**src/rtl/slice_mux_pkg.sv**
```systemverilog
// Shared definitions for the slice interleave multiplexer:
//   - pixel / beat width helpers
//   - top-level FSM state encoding
//   - partial-beat pixel mask helper
package slice_mux_pkg;

  typedef enum logic [1:0] {
    S_IDLE = 2'd0,
    S_RUN  = 2'd1,
    S_DONE = 2'd2
  } state_e;

  function automatic int unsigned pix_w(input int unsigned ncomp, input int unsigned bpc);
    return ncomp * bpc;
  endfunction

  function automatic int unsigned beat_w(input int unsigned pixs, input int unsigned pixw);
    return pixs * pixw;
  endfunction

  // LSB-aligned mask with n ones (n = 1..8); callers truncate to their beat size.
  function automatic logic [7:0] tail_mask(input logic [3:0] n);
    logic [8:0] t;
    t = (9'd1 << n) - 9'd1;
    return t[7:0];
  endfunction

endpackage

```
**src/rtl/slice_raster_ctr.sv**
```systemverilog
// Raster position counters for the slice interleave multiplexer.
// Tracks beat-within-chunk, selected slice and line, advancing once per load.
// Ports:
//   clk_i, rst_ni          clock, async active-low reset
//   clr_i                  zero all counters (frame start / abort)
//   ld_i                   a beat is loaded this cycle; advance position
//   beats_per_chunk_i      latched chunk length in beats (>=1)
//   slices_per_line_i      latched slice count (>=1)
//   frame_height_i         latched line count (>=1)
//   sel_o                  slice currently being drained
//   first_beat_o           position is line 0, slice 0, beat 0
//   last_beat_o            position is the last beat of a chunk
//   last_slice_o           position is in the last slice of the line
//   last_line_o            position is in the last line of the frame
module slice_raster_ctr #(
  parameter int unsigned SEL_W  = 4,
  parameter int unsigned BCNT_W = 12
) (
  input  logic              clk_i,
  input  logic              rst_ni,
  input  logic              clr_i,
  input  logic              ld_i,
  input  logic [BCNT_W-1:0] beats_per_chunk_i,
  input  logic [SEL_W-1:0]  slices_per_line_i,
  input  logic [15:0]       frame_height_i,
  output logic [SEL_W-1:0]  sel_o,
  output logic              first_beat_o,
  output logic              last_beat_o,
  output logic              last_slice_o,
  output logic              last_line_o
);

  logic [BCNT_W-1:0] beat_q, beat_d;
  logic [SEL_W-1:0]  sel_q, sel_d;
  logic [15:0]       line_q, line_d;

  assign first_beat_o = (beat_q == '0) && (sel_q == '0) && (line_q == '0);
  assign last_beat_o  = (beat_q == beats_per_chunk_i - BCNT_W'(1));
  assign last_slice_o = (sel_q == slices_per_line_i - SEL_W'(1));
  assign last_line_o  = (line_q == frame_height_i - 16'd1);
  assign sel_o        = sel_q;

  always_comb begin
    beat_d = beat_q;
    sel_d  = sel_q;
    line_d = line_q;
    if (clr_i) begin
      beat_d = '0;
      sel_d  = '0;
      line_d = '0;
    end else if (ld_i) begin
      if (last_beat_o) begin
        beat_d = '0;
        if (last_slice_o) begin
          sel_d  = '0;
          line_d = line_q + 16'd1;
        end else begin
          sel_d = sel_q + SEL_W'(1);
        end
      end else begin
        beat_d = beat_q + BCNT_W'(1);
      end
    end
  end

  always_ff @(posedge clk_i or negedge rst_ni) begin
    if (!rst_ni) begin
      beat_q <= '0;
      sel_q  <= '0;
      line_q <= '0;
    end else begin
      beat_q <= beat_d;
      sel_q  <= sel_d;
      line_q <= line_d;
    end
  end

endmodule

```
**src/rtl/slice_interleave_mux.sv**
```systemverilog
// Slice interleave multiplexer: drains per-slice show-ahead FIFOs in raster
// order (chunk of slice 0 .. slice N-1, then next line) into a registered
// ready/valid beat stream with pixel mask and sof/eol/eof flags.
// Ports:
//   clk_out_int, rst_n          output pixel clock, async active-low reset
//   frame_start                 latch config, abort current frame, start new one
//   slices_per_line, slice_width, frame_height   runtime geometry
//   fifo_data, fifo_valid       per-slice FIFO head word / non-empty
//   fifo_rd_en                  per-slice pop strobe (combinational)
//   pixs_out, pixs_out_mask, pixs_out_valid, pixs_out_ready   output beat
//   pixs_out_sof/eol/eof        frame / line boundary flags
//   busy                        frame in progress
//   cfg_err                     last frame_start carried an illegal config
module slice_interleave_mux
  import slice_mux_pkg::*;
#(
  parameter  int unsigned MAX_NBR_SLICES  = 8,
  parameter  int unsigned MAX_SLICE_WIDTH = 2560,
  parameter  int unsigned PIXS_PER_BEAT   = 4,
  parameter  int unsigned NCOMP           = 3,
  parameter  int unsigned BPC             = 14,
  localparam int unsigned PIX_W           = pix_w(NCOMP, BPC),
  localparam int unsigned BEAT_W          = beat_w(PIXS_PER_BEAT, PIX_W),
  localparam int unsigned SPL_W           = $clog2(MAX_NBR_SLICES + 1),
  localparam int unsigned SW_W            = $clog2(MAX_SLICE_WIDTH + 1)
) (
  input  logic                             clk_out_int,
  input  logic                             rst_n,
  input  logic                             frame_start,
  input  logic [SPL_W-1:0]                 slices_per_line,
  input  logic [SW_W-1:0]                  slice_width,
  input  logic [15:0]                      frame_height,
  input  logic [MAX_NBR_SLICES*BEAT_W-1:0] fifo_data,
  input  logic [MAX_NBR_SLICES-1:0]        fifo_valid,
  output logic [MAX_NBR_SLICES-1:0]        fifo_rd_en,
  output logic [BEAT_W-1:0]                pixs_out,
  output logic [PIXS_PER_BEAT-1:0]         pixs_out_mask,
  output logic                             pixs_out_valid,
  input  logic                             pixs_out_ready,
  output logic                             pixs_out_sof,
  output logic                             pixs_out_eol,
  output logic                             pixs_out_eof,
  output logic                             busy,
  output logic                             cfg_err
);

  localparam int unsigned LC_W = $clog2(PIXS_PER_BEAT + 1);

  state_e state_q, state_d;

  // Latched geometry
  logic [SPL_W-1:0] spl_q;
  logic [SW_W-1:0]  bpc_q, bpc_d;
  logic [LC_W-1:0]  last_cnt_q, last_cnt_d;
  logic [15:0]      fh_q;
  logic             cfg_ok;

  logic [SW_W:0]    sw_round;
  logic [SW_W-1:0]  sw_m1;

  logic [SPL_W-1:0] sel;
  logic             first_beat, last_beat, last_slice, last_line;
  logic             sel_valid, ld;
  logic [BEAT_W-1:0] sel_data;

  logic [BEAT_W-1:0]        data_q;
  logic [PIXS_PER_BEAT-1:0] mask_q, mask_d;
  logic                     valid_q, sof_q, eol_q, eof_q;
  logic                     eol_d, eof_d;

  assign cfg_ok = (slices_per_line != '0) && (slices_per_line <= SPL_W'(MAX_NBR_SLICES)) &&
                  (slice_width != '0) && (slice_width <= SW_W'(MAX_SLICE_WIDTH)) &&
                  (frame_height != 16'd0);

  // ceil(width/P); last_cnt = ((width-1) mod P) + 1 equals width-(bpc-1)*P
  assign sw_round   = ({1'b0, slice_width} + (SW_W+1)'(PIXS_PER_BEAT - 1)) / (SW_W+1)'(PIXS_PER_BEAT);
  assign bpc_d      = sw_round[SW_W-1:0];
  assign sw_m1      = slice_width - SW_W'(1);
  assign last_cnt_d = LC_W'(sw_m1 % SW_W'(PIXS_PER_BEAT)) + LC_W'(1);

  always_ff @(posedge clk_out_int or negedge rst_n) begin
    if (!rst_n) begin
      spl_q      <= '0;
      bpc_q      <= '0;
      last_cnt_q <= '0;
      fh_q       <= '0;
    end else if (frame_start) begin
      spl_q      <= slices_per_line;
      bpc_q      <= bpc_d;
      last_cnt_q <= last_cnt_d;
      fh_q       <= frame_height;
    end
  end

  slice_raster_ctr #(
    .SEL_W  (SPL_W),
    .BCNT_W (SW_W)
  ) u_ctr (
    .clk_i             (clk_out_int),
    .rst_ni            (rst_n),
    .clr_i             (frame_start),
    .ld_i              (ld),
    .beats_per_chunk_i (bpc_q),
    .slices_per_line_i (spl_q),
    .frame_height_i    (fh_q),
    .sel_o             (sel),
    .first_beat_o      (first_beat),
    .last_beat_o       (last_beat),
    .last_slice_o      (last_slice),
    .last_line_o       (last_line)
  );

  always_comb begin
    sel_valid = 1'b0;
    sel_data  = '0;
    for (int unsigned s = 0; s < MAX_NBR_SLICES; s++) begin
      if (sel == SPL_W'(s)) begin
        sel_valid = fifo_valid[s];
        sel_data  = fifo_data[s*BEAT_W +: BEAT_W];
      end
    end
  end

  // A frame_start cycle never pops: the old frame is being abandoned.
  assign ld = (state_q == S_RUN) && !frame_start && sel_valid && (!valid_q || pixs_out_ready);

  always_comb begin
    fifo_rd_en = '0;
    for (int unsigned s = 0; s < MAX_NBR_SLICES; s++) begin
      fifo_rd_en[s] = ld && (sel == SPL_W'(s));
    end
  end

  assign mask_d = last_beat ? PIXS_PER_BEAT'(tail_mask(4'(last_cnt_q))) : '1;
  assign eol_d  = last_beat && last_slice;
  assign eof_d  = eol_d && last_line;

  always_comb begin
    state_d = state_q;
    if (frame_start) begin
      state_d = cfg_ok ? S_RUN : S_IDLE;
    end else if (ld && eof_d) begin
      state_d = S_DONE;
    end
  end

  always_ff @(posedge clk_out_int or negedge rst_n) begin
    if (!rst_n) begin
      state_q <= S_IDLE;
      cfg_err <= 1'b0;
    end else begin
      state_q <= state_d;
      if (frame_start) cfg_err <= !cfg_ok;
    end
  end

  always_ff @(posedge clk_out_int or negedge rst_n) begin
    if (!rst_n) begin
      data_q  <= '0;
      mask_q  <= '0;
      valid_q <= 1'b0;
      sof_q   <= 1'b0;
      eol_q   <= 1'b0;
      eof_q   <= 1'b0;
    end else if (frame_start) begin
      valid_q <= 1'b0;
    end else if (ld) begin
      data_q  <= sel_data;
      mask_q  <= mask_d;
      valid_q <= 1'b1;
      sof_q   <= first_beat;
      eol_q   <= eol_d;
      eof_q   <= eof_d;
    end else if (pixs_out_ready) begin
      valid_q <= 1'b0;
    end
  end

  assign pixs_out       = data_q;
  assign pixs_out_mask  = mask_q;
  assign pixs_out_valid = valid_q;
  assign pixs_out_sof   = sof_q;
  assign pixs_out_eol   = eol_q;
  assign pixs_out_eof   = eof_q;
  assign busy           = (state_q == S_RUN);

endmodule

```
**config.mk**
```make
export PLATFORM = sky130hd
export DESIGN_NAME = slice_interleave_mux
export DESIGN_NICKNAME = d
export VERILOG_FILES = /design/src/rtl/slice_mux_pkg.sv /design/src/rtl/slice_raster_ctr.sv /design/src/rtl/slice_interleave_mux.sv
export SDC_FILE = /design/constraint.sdc
export NUM_CORES = 1
export LEC_CHECK = 0
export CORE_AREA = 3 3 609 611
export DETAILED_ROUTE_END_ITERATION = 6
export DIE_AREA = 0 0 612 614
export HOLD_SLACK_MARGIN = 0.05
export PLACE_DENSITY = 0.3
export SYNTH_ARGS = -nofsm -noshare
export SYNTH_HDL_FRONTEND = slang
export SYNTH_HIERARCHICAL = 1
export SYNTH_SLANG_ARGS = --single-unit
```
**constraint.sdc**
```tcl
create_clock -name clk_out_int -period 6.02 [get_ports clk_out_int]
set_input_delay 0.602 -clock clk_out_int [delete_from_list [all_inputs] [get_ports clk_out_int]]
set_output_delay 0.602 -clock clk_out_int [all_outputs]
set_load 0.005 [all_outputs]
```
; ---- After elaboration in Yosys (flattened, before gate mapping)
; Index checks and enable logic that the tools add are counted.
[word_totals]
reg_bits = 245
inputBits = 1388
word_cells = 112
[op_classes]
add_sub_neg = 10
order_cmp = 2
eq_ne = 11
shifts = 1
n_mux = 34
bitwise = 1
reduce_logical = 38
[ops]
columns = cell, n
row1 = 168-bit two-way mux, 8
row2 = 16-bit two-way mux, 4
row3 = 12-bit two-way mux, 3
row4 = 1-bit logical AND, 20
row5 = 4-bit two-way mux, 5
row6 = "16-bit by 1-bit adder with 16-bit output, second input constant", 1
row7 = 16-bit == test, 1
row8 = "4-bit by 3-bit == test with 1-bit output, second input constant", 4
row9 = 16-bit logical NOT, 1
row10 = 16-bit nonzero test, 1
row11 = "16-bit by 1-bit subtractor with 16-bit output, second input constant", 1
row12 = "12-bit by 2-bit adder with 13-bit output, second input constant", 1
row13 = "12-bit by 1-bit adder with 12-bit output, second input constant", 1
row14 = 12-bit == test, 1
row15 = "12-bit <= comparator, second input constant", 1
row16 = 12-bit logical NOT, 1
row17 = 1-bit two-way mux, 12
row18 = 12-bit nonzero test, 1
row19 = "11-bit by 1-bit subtractor with 12-bit output, second input constant", 1
row20 = "4-bit by 2-bit == test with 1-bit output, second input constant", 2
row21 = 2-bit nonzero test, 4
row22 = "4-bit by 1-bit subtractor with 4-bit output, second input constant", 2
row23 = "4-bit by 1-bit adder with 4-bit output, second input constant", 1
row24 = "4-bit by 1-bit == test with 1-bit output, second input constant", 1
row25 = 15 further kinds, 19

; ---- Depth between registers and ports, before layout
[depth]
word_depth = 14
mapped_depth = 17
mapped_depth_nobuf = 11

; ---- Hierarchy
; Netlist, hierarchy kept.
[modules_own_cells]
columns = mod, n_inst, cells_each, area_per_inst_um2, seq_area_each_um2
row1 = slice_interleave_mux, 1, 2478, 20439.6, 5330.1
row2 = slice_raster_ctr, 1, 371, 2912.8, 800.8

; ---- Least setup slack after synthesis
; Ideal clock, no wire load.
[synth_path]
path_kind = register to register
start = register u_ctr.sel_q[3], in the netlist u_ctr/sel_o[3]
end = register u_ctr.sel_q[3], in the netlist u_ctr/sel_o[3]
t_arrival_ns = 3.254
path_slack_ns = 2.697
path_stages_with_launch = 17
path_buffers = 6
period_less_slack_ns = 3.323
path_cell_list = dfrtp_1 -> buf_2 -> or3b_1 -> buf_4 -> nor2_4 -> a31oi_2 -> or2_4 -> buf_6 -> inv_4 -> buf_12 -> buf_8 -> inv_1 -> a221oi_1 -> a41oi_1 -> buf_2 -> or4_1 -> nand3_1
[synth_between]
elab_chain_len = 13
elab_cells_between_ends = 26
cone_classes = add/sub: 1 / eq/ne: 8 / mux: 12 / reduce/logical: 5
[synth_lines]
columns = element, line_no
row1 = "start, declared", slice_raster_ctr.sv:34  ; logic [SEL_W-1:0] sel_q, sel_d;
row2 = "start signal, assigned", slice_raster_ctr.sv:73  ; sel_q <= sel_d;
row3 = 4-bit logical NOT, slice_interleave_mux.sv:117  ; if (sel == SPL_W'(s)) begin
row4 = 1-bit two-way mux (7 in series), slice_interleave_mux.sv:117
row5 = 1-bit two-way mux (*), slice_interleave_mux.sv:117
row6 = 1-bit logical AND (*) (2 in series), slice_interleave_mux.sv:125  ; assign ld = (state_q == S_RUN) && !frame_start && sel_valid && (!valid_q || pixs_out_ready);
row7 = net ld, slice_interleave_mux.sv:63  ; logic sel_valid, ld;
row8 = 2-bit nonzero test (no line) (*), n/a
row9 = 2-bit AND reduction (no line) (*), n/a
; The timed path passes the listed nets; every way through them passes the cells marked *. The select of a mux whose other input is x is not followed.
; A chain may end at the register's enable or synchronous reset.

; ---- Worst setup path in the final report
[layout_path]
start = register u_ctr.sel_q[3], in the netlist u_ctr/sel_o[3]
end = output port fifo_rd_en[2]
[layout_between]
elab_chain_len = 12
elab_cells_between_ends = 19
cone_classes = eq/ne: 7 / mux: 8 / reduce/logical: 4
[layout_lines]
columns = element, line_no
row1 = 4-bit logical NOT, slice_interleave_mux.sv:117
row2 = 1-bit two-way mux (8 in series), slice_interleave_mux.sv:117
row3 = 1-bit logical AND (2 in series), slice_interleave_mux.sv:125
row4 = 1-bit logical AND (*), slice_interleave_mux.sv:130  ; fifo_rd_en[s] = ld && (sel == SPL_W'(s));
row5 = "end, declared", slice_interleave_mux.sv:35  ; output logic [MAX_NBR_SLICES-1:0] fifo_rd_en,
; Mark *: on every way between the ends. The rest lies on a longest branch, timed or not.

==> results.sh <==
export IMPL_status="finished, final reports clean"
export IMPL_h_tree_depth=2
export IMPL_fin_tns_setup_ns=0
export IMPL_path_cells="or3b_4 -> nor2_4 -> a31oi_4 -> buf_4 -> or2_4 -> nor4_1 -> clkdlybuf4s50_1"
export IMPL_grt_overflow_total=0
export IMPL_grt_pass1_wl_mm=421.6
export IMPL_portBuffers=1573
export IMPL_antenna_found_initial=324
export IMPL_initial_core_util_pct=6.388
export IMPL_required_ns=5.42
export IMPL_clock_sinks=245
export IMPL_vias=32071
export IMPL_die_w_um=612
export IMPL_first_iter_violations=2359
export IMPL_dr_max_layer_used="met5"
export IMPL_synth_most_common_cell="o21ai_0"
export IMPL_rows=222
export IMPL_fill_cells=41947
export IMPL_crit_type="register to output pin"
export IMPL_final_setup_worst_slack_ns=1.388
export IMPL_yosys_top_cells_area="dfrtp_1 26%, mux2i_1 10%, o21ai_0 8.4%, mux2_2 8.1%, o22ai_1 5.5%"
export IMPL_p_total_uw=13670
export IMPL_ys_warn_count=6
export IMPL_grt_max_degree=127
export IMPL_syn_instance_count=2849
export IMPL_die_h_um=614
export IMPL_layout_drive_gt1_share_pct=10.43
export IMPL_cpMaxStageDelayCell="dfrtp_4"
export IMPL_drv_slew=0
export IMPL_cts_buffers=44
export IMPL_core_um2=365500
export IMPL_synthFlopType="dfrtp_1"
export IMPL_hpwl_mm=303.7
export IMPL_ff2ff_path_depth=11
export IMPL_dieArea_um2=375800
export IMPL_synth_area_um2=23350
export IMPL_synth_commonest_cells="393 x o21ai_0, 245 x dfrtp_1, 242 x mux2i_1, 228 x a21oi_1, 212 x nand2_1"
export IMPL_yosysTopAreaCell="dfrtp_1"
export IMPL_fmax_mhz=215.9
export IMPL_crit_buf_inv=2
export IMPL_slew_headroom_pct=4.745
export IMPL_async_reset_ff_share_pct=100.0
export IMPL_critPathCaptureType="output pin"
export IMPL_synthToLayoutAreaGrowth_pct=98.57
export IMPL_period_minus_slack_ns=4.632
export IMPL_wl_met2_mm=163.2
export IMPL_syn_nets=4248
export IMPL_vdd_drop_max_mv=0.1718
export IMPL_maxCapViolCount=0
export IMPL_cp_start_kind="register"
export IMPL_clkTransAtPathRegs_ns=0.06
export IMPL_synth_edf_count=0
export IMPL_tightestPinTransition_ns=1.424
export IMPL_crit_fanout=25
export IMPL_cp_depth=7
export IMPL_multi_input_area_um2=15930
export IMPL_ant_nets=0
export IMPL_drc_errors=0
export IMPL_hold_viol_final=0
export IMPL_power_leakage_uw=0.01549
export IMPL_fin_nets=5671
export IMPL_ys_ff_latch=245
export IMPL_firstDrtPassIters=6
export IMPL_seq_area_um2=6146
export IMPL_place_congestion=0.9063
export IMPL_setup_viol=0
export IMPL_clockBufferDepth=3
export IMPL_hp_class="primary input to async pin"
export IMPL_avgSynthCellArea_um2=8.197
export IMPL_critPathMaxStageDelay_ns=0.74
export IMPL_wl_met3_mm=36.57
export IMPL_arrival_ns=4.03
export IMPL_synth_cell_types=83
export IMPL_cts_tree="built"
export IMPL_post_place_ws_ns=1.066
export IMPL_yosysSeqAreaShare_pct=26.25
export IMPL_grtUsageTotal_pct=17.76
export IMPL_wl_met1_mm=142.3
export IMPL_crit_family="simple AND/OR/NAND/NOR gates"
export IMPL_post_cts_resized=0
export IMPL_powerDensity_nw_per_um2=294.8
export IMPL_finalWirelength_mm=350.6
export IMPL_io_pins=1574
export IMPL_worstSkewPairLatency_ns=0.73
export IMPL_min_period_over_period_pct=76.95
export IMPL_synth_top_area_share_pct=26.25
export IMPL_clockRootBuffer="clkbuf_16"
export IMPL_post_drt_wl_per_cell_um=38.16
export IMPL_viasPerCell=3.490
export IMPL_grt_pass1_vias=32086
export IMPL_fin_skew_ns=0.06628
export IMPL_rsz0062_at_grt="false"
-- cell usage in the layout (no fill, tap or decap), drive strengths merged, types with 18 or more instances in the layout --
cell	synthesis	final
a21oi	228	228
a22oi	82	82
a31oi	18	18
and3	23	23
buf	118	93
clkbuf	167	61
clkdlybuf4s50	0	1568
dfrtp	245	245
diode	0	67
inv	29	32
mux2	246	246
mux2i	242	242
nand2	212	212
nand3	30	30
nor2	159	159
nor2b	76	76
nor3	18	18
nor4	28	28
o21a	38	38
o21ai	405	405
o22ai	206	206
o2bb2ai	20	20
xnor2	35	35
xor2	25	25
-- logic make-up after synthesis --
logic type               synth area share [%]
XOR/XNOR                                2.250
buffers and inverters                   6.113
multiplexers                            23.54
AND/OR/NAND/NOR                         12.88
AO/OA/AOI/OAI                           28.36
other                                 0.01606
flip-flops                              26.25
adder cells (fa/ha/maj)                0.5894
-- per-layer routing --
layer,track usage (%),vias up
met4,3.495,162
met2,29.27,1750
met1,21.15,15945
met5,0,-
li1,-,13605
met3,7.998,609
-- metrics by stage --
stage,cell area (um2),utilization [%],hold slack [ns],instances
floorplan,23350,-,0.3064,2849
global placement,44730,12.24,0.4902,9041
detailed placement,44730,12.24,0.4844,9041
CTS,46200,12.64,0.3915,9122
global route,46280,12.66,0.4506,9154
finish,46370,12.69,0.4667,9189
-- flip-flops by register name, summed over array words and instances, names as in the netlist --
register,flops
bpc_q,11
cfg_err,1
fh_q,16
last_cnt_q,3
pixs_out,168
pixs_out_eof,1
pixs_out_eol,1
pixs_out_mask,4
pixs_out_sof,1
pixs_out_valid,1
spl_q,4
state_q,2
u_ctr/beat_q,12
u_ctr/line_q,16
u_ctr/sel_o,4
-- area by class of cell --
type / instances / area share, %
antenna: 67 / 0.3616
clock buffer: 61 / 2.642
clock inverter: 19 / 0.5234
inverter: 29 / 0.2509
multi-input combinational: 2290 / 34.35
sequential: 245 / 13.25
tap: 4816 / 12.99
timing repair buffer: 1662 / 35.63
-- where the power goes --
part,switching [uW],internal [uW],total [uW]
logic,4790,3320,8110
registers,563,2220,2790
clock network,1210,1570,2780
total,6560,7110,13700
-- final timing paths --
check	start	end	slack [ns]
min in group clk_out_int	frame_start	u_ctr/line_q[9]	0.49
worst max register to register	u_ctr/sel_o[3]	u_ctr/line_q[12]	1.40
max in group asynchronous	rst_n	u_ctr/sel_o[2]	4.30
worst min register to register	cfg_err	cfg_err	0.49
worst max-delay path	u_ctr/sel_o[3]	fifo_rd_en[2]	1.39
worst min-delay path	rst_n	fh_q[7]	0.47
-- repair_timing --
action | CTS | global route
endpoints found under the setup margin | 0 | 0
buffers inserted | 0 | 0
hold buffers | 1 | 0
hold endpoints to repair | 45 | 0
Power figures use the tool's default switching activity.
